**config.mk**
```make
export PLATFORM = sky130hd
export DESIGN_NAME = send_scheduler_flat
export DESIGN_NICKNAME = d
export VERILOG_FILES = /design/src/rtl/send_sched_pkg.sv /design/src/rtl/send_scheduler_if.sv /design/src/rtl/send_sched_channel.sv /design/src/rtl/send_scheduler.sv /design/src/flat_wrapper.sv
export SDC_FILE = /design/constraint.sdc
export NUM_CORES = 1
export LEC_CHECK = 0
export ABC_CLOCK_PERIOD_IN_PS = 2300
export CAP_MARGIN = 15
export CORE_MARGIN = 3
export CORE_UTILIZATION = 30
export CTS_BUF_LIST = sky130_fd_sc_hd__clkbuf_2 sky130_fd_sc_hd__clkbuf_4 sky130_fd_sc_hd__clkbuf_8
export CTS_CLUSTER_SIZE = 12
export DETAILED_ROUTE_END_ITERATION = 16
export PLACE_DENSITY_LB_ADDON = 0.2
export SYNTH_ARGS = -nofsm -noshare
export SYNTH_HDL_FRONTEND = slang
export SYNTH_SLANG_ARGS = --single-unit
```
**constraint.sdc**
```tcl
create_clock -name clk -period 2.3 [get_ports clk]
set_input_delay 0.23 -clock clk [delete_from_list [all_inputs] [get_ports clk]]
set_output_delay 0.23 -clock clk [all_outputs]
set_load 0.1 [all_outputs]
```
**src/rtl/send_sched_pkg.sv**
```systemverilog
// Shared types and default constants for the send scheduler.
// The optional statistics counters are built only when SEND_SCHED_STATS_EN is defined.
package send_sched_pkg;
  typedef enum logic {IDLE, PULSE} ch_state_t;

  localparam int STAT_W        = 16;
  localparam int TMR_W         = 4;
  localparam int DEF_NUM_CH    = 2;
  localparam int DEF_CNT_W     = 32;
  localparam int DEF_ADDR_W    = 25;
  localparam int DEF_PULSE_LEN = 3;
endpackage

```
**src/rtl/send_scheduler_if.sv**
```systemverilog
// Configuration, busy and command bus between the scheduler and its host and senders.
interface send_scheduler_if #(
  parameter int NUM_CH = 2,
  parameter int CNT_W  = 32,
  parameter int ADDR_W = 25
) ();
  logic                     enable;
  logic [CNT_W-1:0]         cfg_period;
  logic [NUM_CH*CNT_W-1:0]  cfg_offset;
  logic [NUM_CH*ADDR_W-1:0] cfg_addr;
  logic [NUM_CH-1:0]        ch_busy;
  logic [NUM_CH-1:0]        cmd_send;
  logic [NUM_CH*ADDR_W-1:0] start_ram_addr;
  logic [NUM_CH*16-1:0]     sent_cnt;
  logic [NUM_CH*16-1:0]     skip_cnt;

  modport master (
    output enable, cfg_period, cfg_offset, cfg_addr, ch_busy,
    input  cmd_send, start_ram_addr, sent_cnt, skip_cnt
  );
  modport slave (
    input  enable, cfg_period, cfg_offset, cfg_addr, ch_busy,
    output cmd_send, start_ram_addr, sent_cnt, skip_cnt
  );
endinterface

```
**src/rtl/send_sched_channel.sv**
```systemverilog
// One send channel: slot match, fixed-length command pulse, address latch and
// optional sent/skip statistics (SEND_SCHED_STATS_EN).
module send_sched_channel
  import send_sched_pkg::*;
#(
  parameter int CNT_W     = 32,
  parameter int ADDR_W    = 25,
  parameter int PULSE_LEN = 3
) (
  input  logic              clk,
  input  logic              rst_n,
  input  logic              enable,
  input  logic              frame_vld,
  input  logic [CNT_W-1:0]  cnt,
  input  logic [CNT_W-1:0]  period,
  input  logic [CNT_W-1:0]  offset,
  input  logic [ADDR_W-1:0] cfg_addr,
  input  logic              busy,
  output logic              cmd_send,
  output logic [ADDR_W-1:0] start_addr,
  output logic [STAT_W-1:0] sent_cnt,
  output logic [STAT_W-1:0] skip_cnt
);
  localparam logic [TMR_W-1:0] TMR_LAST = TMR_W'(PULSE_LEN - 1);

  ch_state_t         state_q, state_d;
  logic [TMR_W-1:0]  tmr_q, tmr_d;
  logic [ADDR_W-1:0] addr_q, addr_d;
  logic              slot, fire;

  // Offsets outside the frame can never match, even if the counter briefly
  // sits above a freshly shortened period.
  assign slot = enable && frame_vld && (cnt == offset) && (offset < period) &&
                (state_q == IDLE);
  assign fire = slot && !busy;

  always_comb begin
    state_d = state_q;
    tmr_d   = tmr_q;
    addr_d  = addr_q;
    case (state_q)
      IDLE: if (fire) begin
        state_d = PULSE;
        tmr_d   = TMR_LAST;
        addr_d  = cfg_addr;
      end
      PULSE: begin
        if (tmr_q == '0) state_d = IDLE;
        else             tmr_d   = tmr_q - 1'b1;
      end
      default: state_d = IDLE;
    endcase
  end

  always_ff @(posedge clk or negedge rst_n) begin
    if (!rst_n) begin
      state_q <= IDLE;
      tmr_q   <= '0;
      addr_q  <= '0;
    end else begin
      state_q <= state_d;
      tmr_q   <= tmr_d;
      addr_q  <= addr_d;
    end
  end

  assign cmd_send   = (state_q == PULSE);
  assign start_addr = addr_q;

`ifdef SEND_SCHED_STATS_EN
  logic              skip;
  logic [STAT_W-1:0] sent_q, sent_d, skip_q, skip_d;

  assign skip = slot && busy;

  always_comb begin
    sent_d = sent_q;
    skip_d = skip_q;
    if (fire && (sent_q != '1)) sent_d = sent_q + 1'b1;
    if (skip && (skip_q != '1)) skip_d = skip_q + 1'b1;
  end

  always_ff @(posedge clk or negedge rst_n) begin
    if (!rst_n) begin
      sent_q <= '0;
      skip_q <= '0;
    end else begin
      sent_q <= sent_d;
      skip_q <= skip_d;
    end
  end

  assign sent_cnt = sent_q;
  assign skip_cnt = skip_q;
`else
  assign sent_cnt = '0;
  assign skip_cnt = '0;
`endif
endmodule

```
**src/rtl/send_scheduler.sv**
```systemverilog
// Frame-slot packet-send scheduler: one shared frame counter drives NUM_CH
// independent channels. Optional statistics: SEND_SCHED_STATS_EN.
module send_scheduler
  import send_sched_pkg::*;
#(
  parameter int NUM_CH    = DEF_NUM_CH,
  parameter int CNT_W     = DEF_CNT_W,
  parameter int ADDR_W    = DEF_ADDR_W,
  parameter int PULSE_LEN = DEF_PULSE_LEN
) (
  input logic              clk,
  input logic              rst_n,
  send_scheduler_if.slave  bus
);
  logic [CNT_W-1:0] cnt_q, cnt_d;
  logic             frame_vld;

  logic [NUM_CH-1:0]             cmd_w;
  logic [NUM_CH-1:0][ADDR_W-1:0] addr_w;
  logic [NUM_CH-1:0][STAT_W-1:0] sent_w, skip_w;

  // A frame shorter than one pulse cannot host a slot, so the counter parks at 0.
  assign frame_vld = bus.cfg_period > CNT_W'(PULSE_LEN);

  always_comb begin
    cnt_d = cnt_q;
    if (!frame_vld)                               cnt_d = '0;
    else if (bus.enable) begin
      if (cnt_q >= bus.cfg_period - 1'b1)         cnt_d = '0;
      else                                        cnt_d = cnt_q + 1'b1;
    end
  end

  always_ff @(posedge clk or negedge rst_n) begin
    if (!rst_n) cnt_q <= '0;
    else        cnt_q <= cnt_d;
  end

  for (genvar i = 0; i < NUM_CH; i++) begin : g_ch
    send_sched_channel #(
      .CNT_W    (CNT_W),
      .ADDR_W   (ADDR_W),
      .PULSE_LEN(PULSE_LEN)
    ) u_ch (
      .clk       (clk),
      .rst_n     (rst_n),
      .enable    (bus.enable),
      .frame_vld (frame_vld),
      .cnt       (cnt_q),
      .period    (bus.cfg_period),
      .offset    (bus.cfg_offset[i*CNT_W +: CNT_W]),
      .cfg_addr  (bus.cfg_addr[i*ADDR_W +: ADDR_W]),
      .busy      (bus.ch_busy[i]),
      .cmd_send  (cmd_w[i]),
      .start_addr(addr_w[i]),
      .sent_cnt  (sent_w[i]),
      .skip_cnt  (skip_w[i])
    );
  end

  assign bus.cmd_send       = cmd_w;
  assign bus.start_ram_addr = addr_w;
  assign bus.sent_cnt       = sent_w;
  assign bus.skip_cnt       = skip_w;
endmodule

```
**src/flat_wrapper.sv**
```systemverilog
// flat-port wrapper written by rule: the top's interface ports become plain ports
module send_scheduler_flat import send_sched_pkg::*;
#(
  parameter int NUM_CH    = DEF_NUM_CH,
  parameter int CNT_W     = DEF_CNT_W,
  parameter int ADDR_W    = DEF_ADDR_W,
  parameter int PULSE_LEN = DEF_PULSE_LEN
)
  (clk, rst_n, bus_enable, bus_cfg_period, bus_cfg_offset, bus_cfg_addr, bus_ch_busy, bus_cmd_send, bus_start_ram_addr, bus_sent_cnt, bus_skip_cnt);
  send_scheduler_if #(.NUM_CH(NUM_CH), .CNT_W(CNT_W), .ADDR_W(ADDR_W)) bus_i ();
  input logic clk;
  input logic rst_n;
  input wire logic [$bits(bus_i.enable)-1:0] bus_enable;
  input wire logic [$bits(bus_i.cfg_period)-1:0] bus_cfg_period;
  input wire logic [$bits(bus_i.cfg_offset)-1:0] bus_cfg_offset;
  input wire logic [$bits(bus_i.cfg_addr)-1:0] bus_cfg_addr;
  input wire logic [$bits(bus_i.ch_busy)-1:0] bus_ch_busy;
  output wire logic [$bits(bus_i.cmd_send)-1:0] bus_cmd_send;
  output wire logic [$bits(bus_i.start_ram_addr)-1:0] bus_start_ram_addr;
  output wire logic [$bits(bus_i.sent_cnt)-1:0] bus_sent_cnt;
  output wire logic [$bits(bus_i.skip_cnt)-1:0] bus_skip_cnt;
  assign bus_i.enable = bus_enable;
  assign bus_i.cfg_period = bus_cfg_period;
  assign bus_i.cfg_offset = bus_cfg_offset;
  assign bus_i.cfg_addr = bus_cfg_addr;
  assign bus_i.ch_busy = bus_ch_busy;
  assign bus_cmd_send = bus_i.cmd_send;
  assign bus_start_ram_addr = bus_i.start_ram_addr;
  assign bus_sent_cnt = bus_i.sent_cnt;
  assign bus_skip_cnt = bus_i.skip_cnt;
  send_scheduler #(.NUM_CH(NUM_CH), .CNT_W(CNT_W), .ADDR_W(ADDR_W), .PULSE_LEN(PULSE_LEN)) u_core (.clk(clk), .rst_n(rst_n), .bus(bus_i));
endmodule
```
# == Word-level counts from Yosys, hierarchy flattened ==
# Cells that the tools add are included.
# op_classes
add_sub_neg,4
magnitude_cmp,4
n_eq_ne,7
n_mux,15
bitwise_logic,2
n_reduce_logical,17
# op_table
cell,n
$mux W32,3
$eq A32 B32 Y1,2
$lt A32 B32 Y1,2
$add A32 B1 Y32 const B,1
$ge A32 B32 Y1,1
$gt A32 B2 Y1 const B,1
$sub A32 B1 Y32 const B,1
$mux W4,4
$pmux W4 S2,2
$ne A2 B2 Y1 const B,5
$logic_and A1 B1 Y1,9
$logic_not A4 Y1,2
$reduce_and A2 Y1,4
$sub A4 B1 Y4 const B,2
$mux W1,4
$pmux W1 S2,2
$logic_not A1 Y1,2
$not A1 Y1,2
# totals
ff_bits,92
input_bits,151
out_inout_bits,116
elab_cells,56

# == Logic depth before layout (Yosys ltp) ==
# Gate-level depths: netlist of run 1.
# logic_depth
word_depth,8
ltp_mapped,18

# == Cells and area by module ==
# From an unflattened synthesis of run 1, not the netlist that was laid out.
# unflattened
hier_cells,895
area_unflattened_um2,8408.1
# modules_own_cells
mod,instances,cells_per_inst,area_per_inst_um2,seq_area_each_um2
send_sched_channel,2,261,2651.3,750.7
send_scheduler,1,373,3105.5,800.8

# == Worst setup path before layout of run 1 ==
# OpenSTA, ideal clock, no wires.
# synth_timing
kind,input to register
start,in bus_cfg_period[5]
end,reg u_core.cnt_q[21]
arrival_time_ns,3.537
required_ns,2.218
slack_ns,-1.319
cell_stages,17
n_path_buf,3
cell_sequence,or4_1 nor3_4 and4_1 buf_6 nand2_1 nor3_1 xnor2_1 ha_1 a21oi_1 a21boi_0 o311ai_0 nand3_1 nor3_2 buf_6 buf_2 a31oi_1 a31oi_1
# synth_between
elab_chain_cells,5
# synth_lines
element,line,rtl
start: declaration,flat_wrapper.sv:14,input wire logic [$bits(bus_i.cfg_period)-1:0] bus_cfg_period;
$sub A32 B1 Y32,send_scheduler.sv:29,if (cnt_q >= bus.cfg_period - 1'b1) cnt_d = '0;
$ge A32 B32 Y1,send_scheduler.sv:29,
$mux W32,send_scheduler.sv:29,
$mux W32,send_scheduler.sv:28,else if (bus.enable) begin
$mux W32,send_scheduler.sv:27,if (!frame_vld) cnt_d = '0;
end signal: assignment,send_scheduler.sv:36,else cnt_q <= cnt_d;
end: declaration,send_scheduler.sv:15,"logic [CNT_W-1:0] cnt_q, cnt_d;"
# Parallel ways exist; a longest one is shown, timed or not. The select of a mux whose other input is x is not followed.
# A chain may end at the register's enable or synchronous reset.

# == Worst setup path after layout of run 1 ==
# layout_timing
start,in bus_cfg_period[13]
end,reg u_core.cnt_q[6]
# The elaborated chain is that of the path after synthesis.

==> metrics.csv, run 1 <==
metric;value;unit
Root Driver;clkbuf_8;
gp weighted congestion;0.9117;
largest net degree at the start of global routing;51;
Worst-Skew Late Latency;0.39;ns
CP most frequent cell;buf_6;
antenna viol nets, final;0;
final worst path period need;3.614;ns
WP data arrival;3.93;ns
CTS Buffer Depth;2;
failing checks;negative setup slack;
post-synth cell types;63;
first-pass GRT wire length;44950;µm
Inst Count DP;1609;
main flop type after synthesis;dfrtp_1;
final-stage net count;1583;
CP startpoint kind;input pin;
top post-synthesis cells by area;dfrtp_1 (28%), ha_1 (15%), xor2_1 (6.4%);
Slew Limit Fails;0;
setup TNS;-51.67;ns
Initial Utilization;30.56;%
gr usage total;19.89;%
max incr delay on CP;0.54;ns
synthesized area per cell;9.320;µm²
row count;60;
Post-synth EDFFs;0;
antenna violations before repair;0;
drt pass-1 iters;5;
area grow syn2layout;63.94;%
final number of setup-violating endpoints;91;
initial drt markers;453;
clk_skew;0.01293;ns
Post-Syn Instances;886;
clk sinks;92;
Worst Tran Pin Value;0.5285;ns
share of the synthesized area in the top cell type;27.88;%
Die ar.;29550;µm²
top cells by count, synth;ha_1 (98), dfrtp_1 (92), buf_4 (67), xor2_1 (60), inv_1 (53);
Leak Pwr;6.790;nW
CTS H-tree depth;3;
Hold WC Path Type;in -> async;
gr ovfl total;0;
Die Ht;171.9;µm
CTS buffer count;9;
vias;8045;
Placeable Area;27030;µm²
mapped cell area;8258;µm²
asr flop ratio synth;100.0;%
Final Util;50.09;%
WL final;30660;µm
post-synth top area cell;dfrtp_1;
diode count;0;
Crit. End Element;flip-flop;
final non-filler cell total;1680;
layout cell share with drive strength beyond 1;39.06;%
PD cells;361.6;nW/µm²
Setup Crit Path Kind;in -> reg;
RSZ-0062 raised after global routing;true;
CP max-delay cell;or4_4;
outcome;finished, violations left;
hold violation count in the final report;0;
crit-path cells;buf_6, or4_4, buf_6, nor4_4, buf_4, and3_4, and3_4, nand4_1, xnor2_1, ha_1, nand4_1, buf_4, nor4_4, a22oi_1, nand3_1, nor3_4, buf_6, buf_12, buf_16, a21oi_2, a31oi_1;
fmax;0.2767;GHz
part of the cycle the worst path needs;157.1;%
Vias/cell;4.789;
CTS tree;built;
WP data required;2.61;ns
post-detail-place hpwl;24140;µm
I/O pins;267;
Max IR drop VDD;232.9;µV
yosys warns;0;
flops & latches, synth;92;
Worst Slack Setup Final;-1.314;ns
Post-route DRC;0;
worst-path maximum fanout;6;
Design Power;4.896;mW
vias in the first global route;7912;
Die Wd;171.9;µm
routed len/inst;18.25;µm
clock-pin slew on the worst setup and hold paths;0.11;ns
top-count cell post-synth;ha_1;
PortBufs;202;
sequential cell area fraction in the yosys report;27.88;%
relative slew slack;64.40;%
max_cap viols;0;
==> report_power, final <==
part | total (mW) | leakage [nW] | switching, mW | internal (mW)
combinational | 2.08 | 5.41 | 1.22 | 0.861
clock | 1.12 | 0.0983 | 0.690 | 0.431
sequential | 1.70 | 1.28 | 0.0428 | 1.65
total | 4.90 | 6.79 | 1.95 | 2.94
==> repair_timing <==
item,in CTS,in global routing
buffers inserted,32,17
endpoints found under the setup margin,92,92
gates resized for setup,161,93
hold buffers,1,0
gates cloned,10,1
pin swaps,62,59
endpoints found under the hold margin,18,0
==> state kept, by name (all words and copies together), names as in the netlist <==
name	count
u_core.cnt_q	32
u_core.g_ch.u_ch.tmr_q	8
u_core.g_ch.u_ch.cmd_send	2
u_core.g_ch.u_ch.start_addr	50
==> worst max-delay path, delay by kind of cell <==
family                     cells  cell delay [ns]
adders and majority gates      1             0.30
and+or+nand+nor                9             1.81
buffers and inverters          7             1.01
AOI/OAI and AO/OA              3             0.39
xor gates and xnor gates       1             0.15
==> metal layers <==
| layer | global-route usage (%) | vias to the layer above | part of all wire (%) |
|---|---|---|---|
| met3 | 3.361 | 38 | 5.1 |
| met1 | 27.68 | 3829 | 45 |
| met2 | 32.47 | 233 | 47 |
| met5 | 0 | - | 0 |
| met4 | 4.547 | 0 | 2.1 |
| li1 | - | 3945 | - |
==> per-stage QoR <==
step	setup slack [ns]	area, µm²	hold slack (ns)
final	-1.314	13540	0.2554
after global routing	-1.488	13540	0.2608
after CTS	-1.381	13090	0.2340
after detailed placement	-2.090	11900	0.1326
after global placement	-2.036	11900	0.1349
after floorplan	-1.190	8567	-0.06559
==> worst paths after layout <==
check | start | endpoint | slack, ns | depth (start not counted)
worst max-delay path | bus_cfg_period[13] | u_core.cnt_q[6]$_DFFE_PN0P_ | -1.31 | 21
worst min-delay path | rst_n | u_core.g_ch[0].u_ch.start_addr[24]$_DFFE_PN0P_ | 0.26 | 2
worst max register to register | u_core.cnt_q[12]$_DFFE_PN0P_ | u_core.cnt_q[5]$_DFFE_PN0P_ | -0.43 | 12
worst min register to register | u_core.g_ch[0].u_ch.tmr_q[0]$_DFFE_PN0P_ | u_core.g_ch[0].u_ch.tmr_q[0]$_DFFE_PN0P_ | 0.49 | 1
max in group asynchronous | rst_n | u_core.cnt_q[17]$_DFFE_PN0P_ | 1.36 | 3
min in group clk | bus_cfg_addr[32] | u_core.g_ch[1].u_ch.start_addr[7]$_DFFE_PN0P_ | 0.45 | 2
==> cells by family (layout without fill, tap and decap cells) <==
kind of cell	after synthesis	in the layout	share of synthesized area, %
fa+ha+maj	98	98	14.85
simple gates	245	245	16.32
buf+inv	156	546	11.33
xor+xnor	95	95	10.08
flops	92	92	27.88
mux	54	54	8.091
other cells	1	64	0.04541
compound gates	145	145	11.41
==> cell usage in the layout, fill, tap and decap left out, types with 10 or more instances in the layout <==
cell / netlist / layout
conb_1: 1 / 64
mux2_4: 17 / 37
dfrtp_1: 92 / 91
ha_1: 98 / 94
nor4_2: 2 / 10
nor2_1: 36 / 34
a21oi_1: 49 / 35
mux2_2: 16 / 14
nor3_1: 20 / 11
dlygate4sd2_1: 0 / 10
clkdlybuf4s50_1: 0 / 125
xor2_1: 60 / 54
a31oi_1: 21 / 18
a21oi_2: 0 / 14
nand3_1: 34 / 27
nand2_1: 47 / 43
nand4_1: 28 / 28
buf_4: 67 / 269
buf_12: 2 / 15
buf_6: 8 / 37
a21o_1: 13 / 13
xnor2_1: 35 / 33
inv_1: 53 / 51
==> area by class of cell <==
type,count,area (µm²)
Inverter,53,202.7
Timing Repair Buffer,477,4364
Multi-Input combinational cell,701,6052
Fill cell,2569,13490
Tap cell,341,426.7
Clock inverter,6,57.56
Clock buffer,10,131.4
Sequential cell,92,2303
No activity file was read; power rests on OpenSTA's default activity.
==> inputs of run 2 (changes only) <==
RECOVER_POWER = 25   (was default)
==> run 2 against run 1 <==
  * The run still ends with negative setup slack left
  * Hold slack improved by 0.19 ns
  * Setup slack improved by 0.0031 ns
  * Register-to-register slack improved by 0.02 ns
  * Die area did not move
  * Sequential share of layout area barely moved
  * Via count rose by 0.15%
  * Global-route usage did not move
  * Power fell by 0.13%
  * Routed wire length rose by 0.19%
  * Utilization fell by 0.060 points
  * Maximum frequency barely moved
  * Critical path type unchanged
  * Largest cell class unchanged
  * Largest power group unchanged
==> metrics.csv, run 2 (synthesized netlist as in run 1, its figures left out) <==
metric;value;unit
commonest cells after routing, fill and taps aside;buf_4 (268), clkdlybuf4s50_1 (125), ha_1 (94);
area grow syn2layout;63.74;%
Die Wd;171.9;µm
Design Power;4.890;mW
antenna viol nets, final;0;
crit path buf inv count;7;
Reg-to-Reg End;u_core.cnt_q[6]$_DFFE_PN0P_;
CTS H-tree depth;3;
Die Ht;171.9;µm
CTS tree;built;
Crit. End Element;flip-flop;
clk_skew;0.01457;ns
worst slack, placed;-2.090;ns
worst-path maximum fanout;6;
CP max-delay cell;or4_4;
Max IR drop VDD;232.7;µV
cell family with the largest share of critical-path delay;simple AND/OR/NAND/NOR gates;
Initial Utilization;30.56;%
Final Util;50.03;%
max_cap viols;0;
Slew Limit Fails;0;
antenna violations before repair;0;
max FFs per register;50;
drt pass-1 iters;5;
crit-path cells;buf_6, or4_4, buf_6, nor4_4, buf_4, and3_4, and3_4, nand4_1, xnor2_1, ha_1, nand4_1, buf_4, nor4_4, a22oi_1, nand3_1, nor3_4, buf_6, buf_12, buf_16, a21oi_2, a31oi_1;
Setup Crit Path Kind;in -> reg;
WL final;30710;µm
gr ovfl total;0;
RSZ-0062 raised after global routing;true;
WP data arrival;3.93;ns
outcome;finished, violations left;
final non-filler cell total;1680;
fmax;0.2770;GHz
Worst R2R Start;u_core.cnt_q[0]$_DFFE_PN0P_;
PD cells;361.6;nW/µm²
hold violation count in the final report;0;
initial drt markers;474;
Placeable Area;27030;µm²
final number of setup-violating endpoints;91;
clk sinks;92;
failing checks;negative setup slack;
Worst-Skew Late Latency;0.39;ns
Leak Pwr;6.781;nW
CP startpoint kind;input pin;
Worst path depth;21;
number of cells on the worst reg-to-reg path;13;
Worst Slack Setup Final;-1.311;ns
vias in the first global route;7912;
WP data required;2.62;ns
CTS buffer count;9;
I/O pins;267;
final-stage net count;1583;
first-pass GRT wire length;44950;µm
gr usage total;19.89;%
Worst Tran Pin Value;1.061;ns
Root Driver;clkbuf_8;
Inst Count DP;1609;
layout cell share with drive strength beyond 1;38.98;%
post-detail-place hpwl;24140;µm
FF-to-FF setup slack;-0.41;ns
diode count;0;
CTS Buffer Depth;2;
FILL cells;2573;
CP startpoint;bus_cfg_period[13];
routed len/inst;18.28;µm
Min Hold Slack;0.4454;ns
row count;60;
part of the cycle the worst path needs;157.0;%
max incr delay on CP;0.54;ns
final worst path period need;3.611;ns
vias;8057;
PortBufs;202;
relative slew slack;29.29;%
Die ar.;29550;µm²
clock-pin slew on the worst setup and hold paths;0.11;ns
most common cell after layout, fill and taps aside;buf_4;
gp weighted congestion;0.9117;
CP most frequent cell;buf_6;
Vias/cell;4.796;
Hold WC Path Type;in -> reg;
largest net degree at the start of global routing;51;
Post-route DRC;0;
Worst Setup EP;u_core.cnt_q[6]$_DFFE_PN0P_;
==> run 2: cell type report <==
type	instances	area [µm²]	share of cell area, %
clock buffer	10	131.4	0.9716
clock inverter	6	57.56	0.4257
timing repair buffer	477	4348	32.16
sequential	92	2303	17.04
inverter	53	202.7	1.499
multi-input combinational	701	6052	44.76
tap	341	426.7	3.155
==> run 2: repair_timing <==
item,CTS,global route
hold buffers,1,0
setup endpoints to repair,92,92
gates resized for setup,161,93
gates cloned,10,1
buffers inserted,32,17
pin swaps,62,59
endpoints found under the hold margin,18,0
==> run 2: worst min path at each step <==
stage,to,cells past startpoint,start
floorplan,u_core.cnt_q[0]$_DFFE_PN0P_,0,rst_n
global placement,u_core.g_ch[1].u_ch.start_addr[6]$_DFFE_PN0P_,1,rst_n
detailed placement,u_core.g_ch[1].u_ch.start_addr[6]$_DFFE_PN0P_,1,rst_n
CTS,u_core.g_ch[1].u_ch.start_addr[6]$_DFFE_PN0P_,2,rst_n
global route,u_core.g_ch[0].u_ch.start_addr[24]$_DFFE_PN0P_,2,bus_cfg_addr[24]
finish,u_core.g_ch[1].u_ch.start_addr[7]$_DFFE_PN0P_,2,bus_cfg_addr[32]
==> run 2: worst register-to-register path: stages, from the launching register on <==
cell and delay, ns:
dfrtp_1 0.40, inv_1 0.08, ha_1 0.22, nand2b_1 0.14, a2111oi_0 0.39, buf_4 0.19
or4b_1 0.17, a31oi_4 0.11, nor3_4 0.28, buf_6 0.22, buf_12 0.13, buf_16 0.12
a21oi_2 0.05, a31oi_1 0.15
==> run 2: through the flow <==
stage / instance area [µm²] / setup TNS (ns)
final: 13520 / -51.43
after floorplan: 8567 / -37.31
after global routing: 13520 / -64.05
after CTS: 13090 / -58.30
after global placement: 11900 / -123.84
after detailed placement: 11900 / -126.17
==> run 2: power by group <==
part / internal (mW) / leakage (nW) / switching, mW
combinational: 0.857 / 5.41 / 1.22
clock: 0.431 / 0.0983 / 0.690
sequential: 1.65 / 1.28 / 0.0423
total: 2.94 / 6.78 / 1.95
==> run 2: layer usage <==
metal | vias up | track usage [%] | routed length (µm)
met5 | - | 0 | 0
met4 | 0 | 4.547 | 623
met3 | 35 | 3.361 | 1720
met2 | 237 | 32.47 | 14620
met1 | 3837 | 27.68 | 13750
li1 | 3948 | - | -
==> inputs of run 3 (changes only) <==
CAP_MARGIN = default   (was 15)
==> results of run 3 <==
Final layout, timing and power as in run 2 (identical DEF).
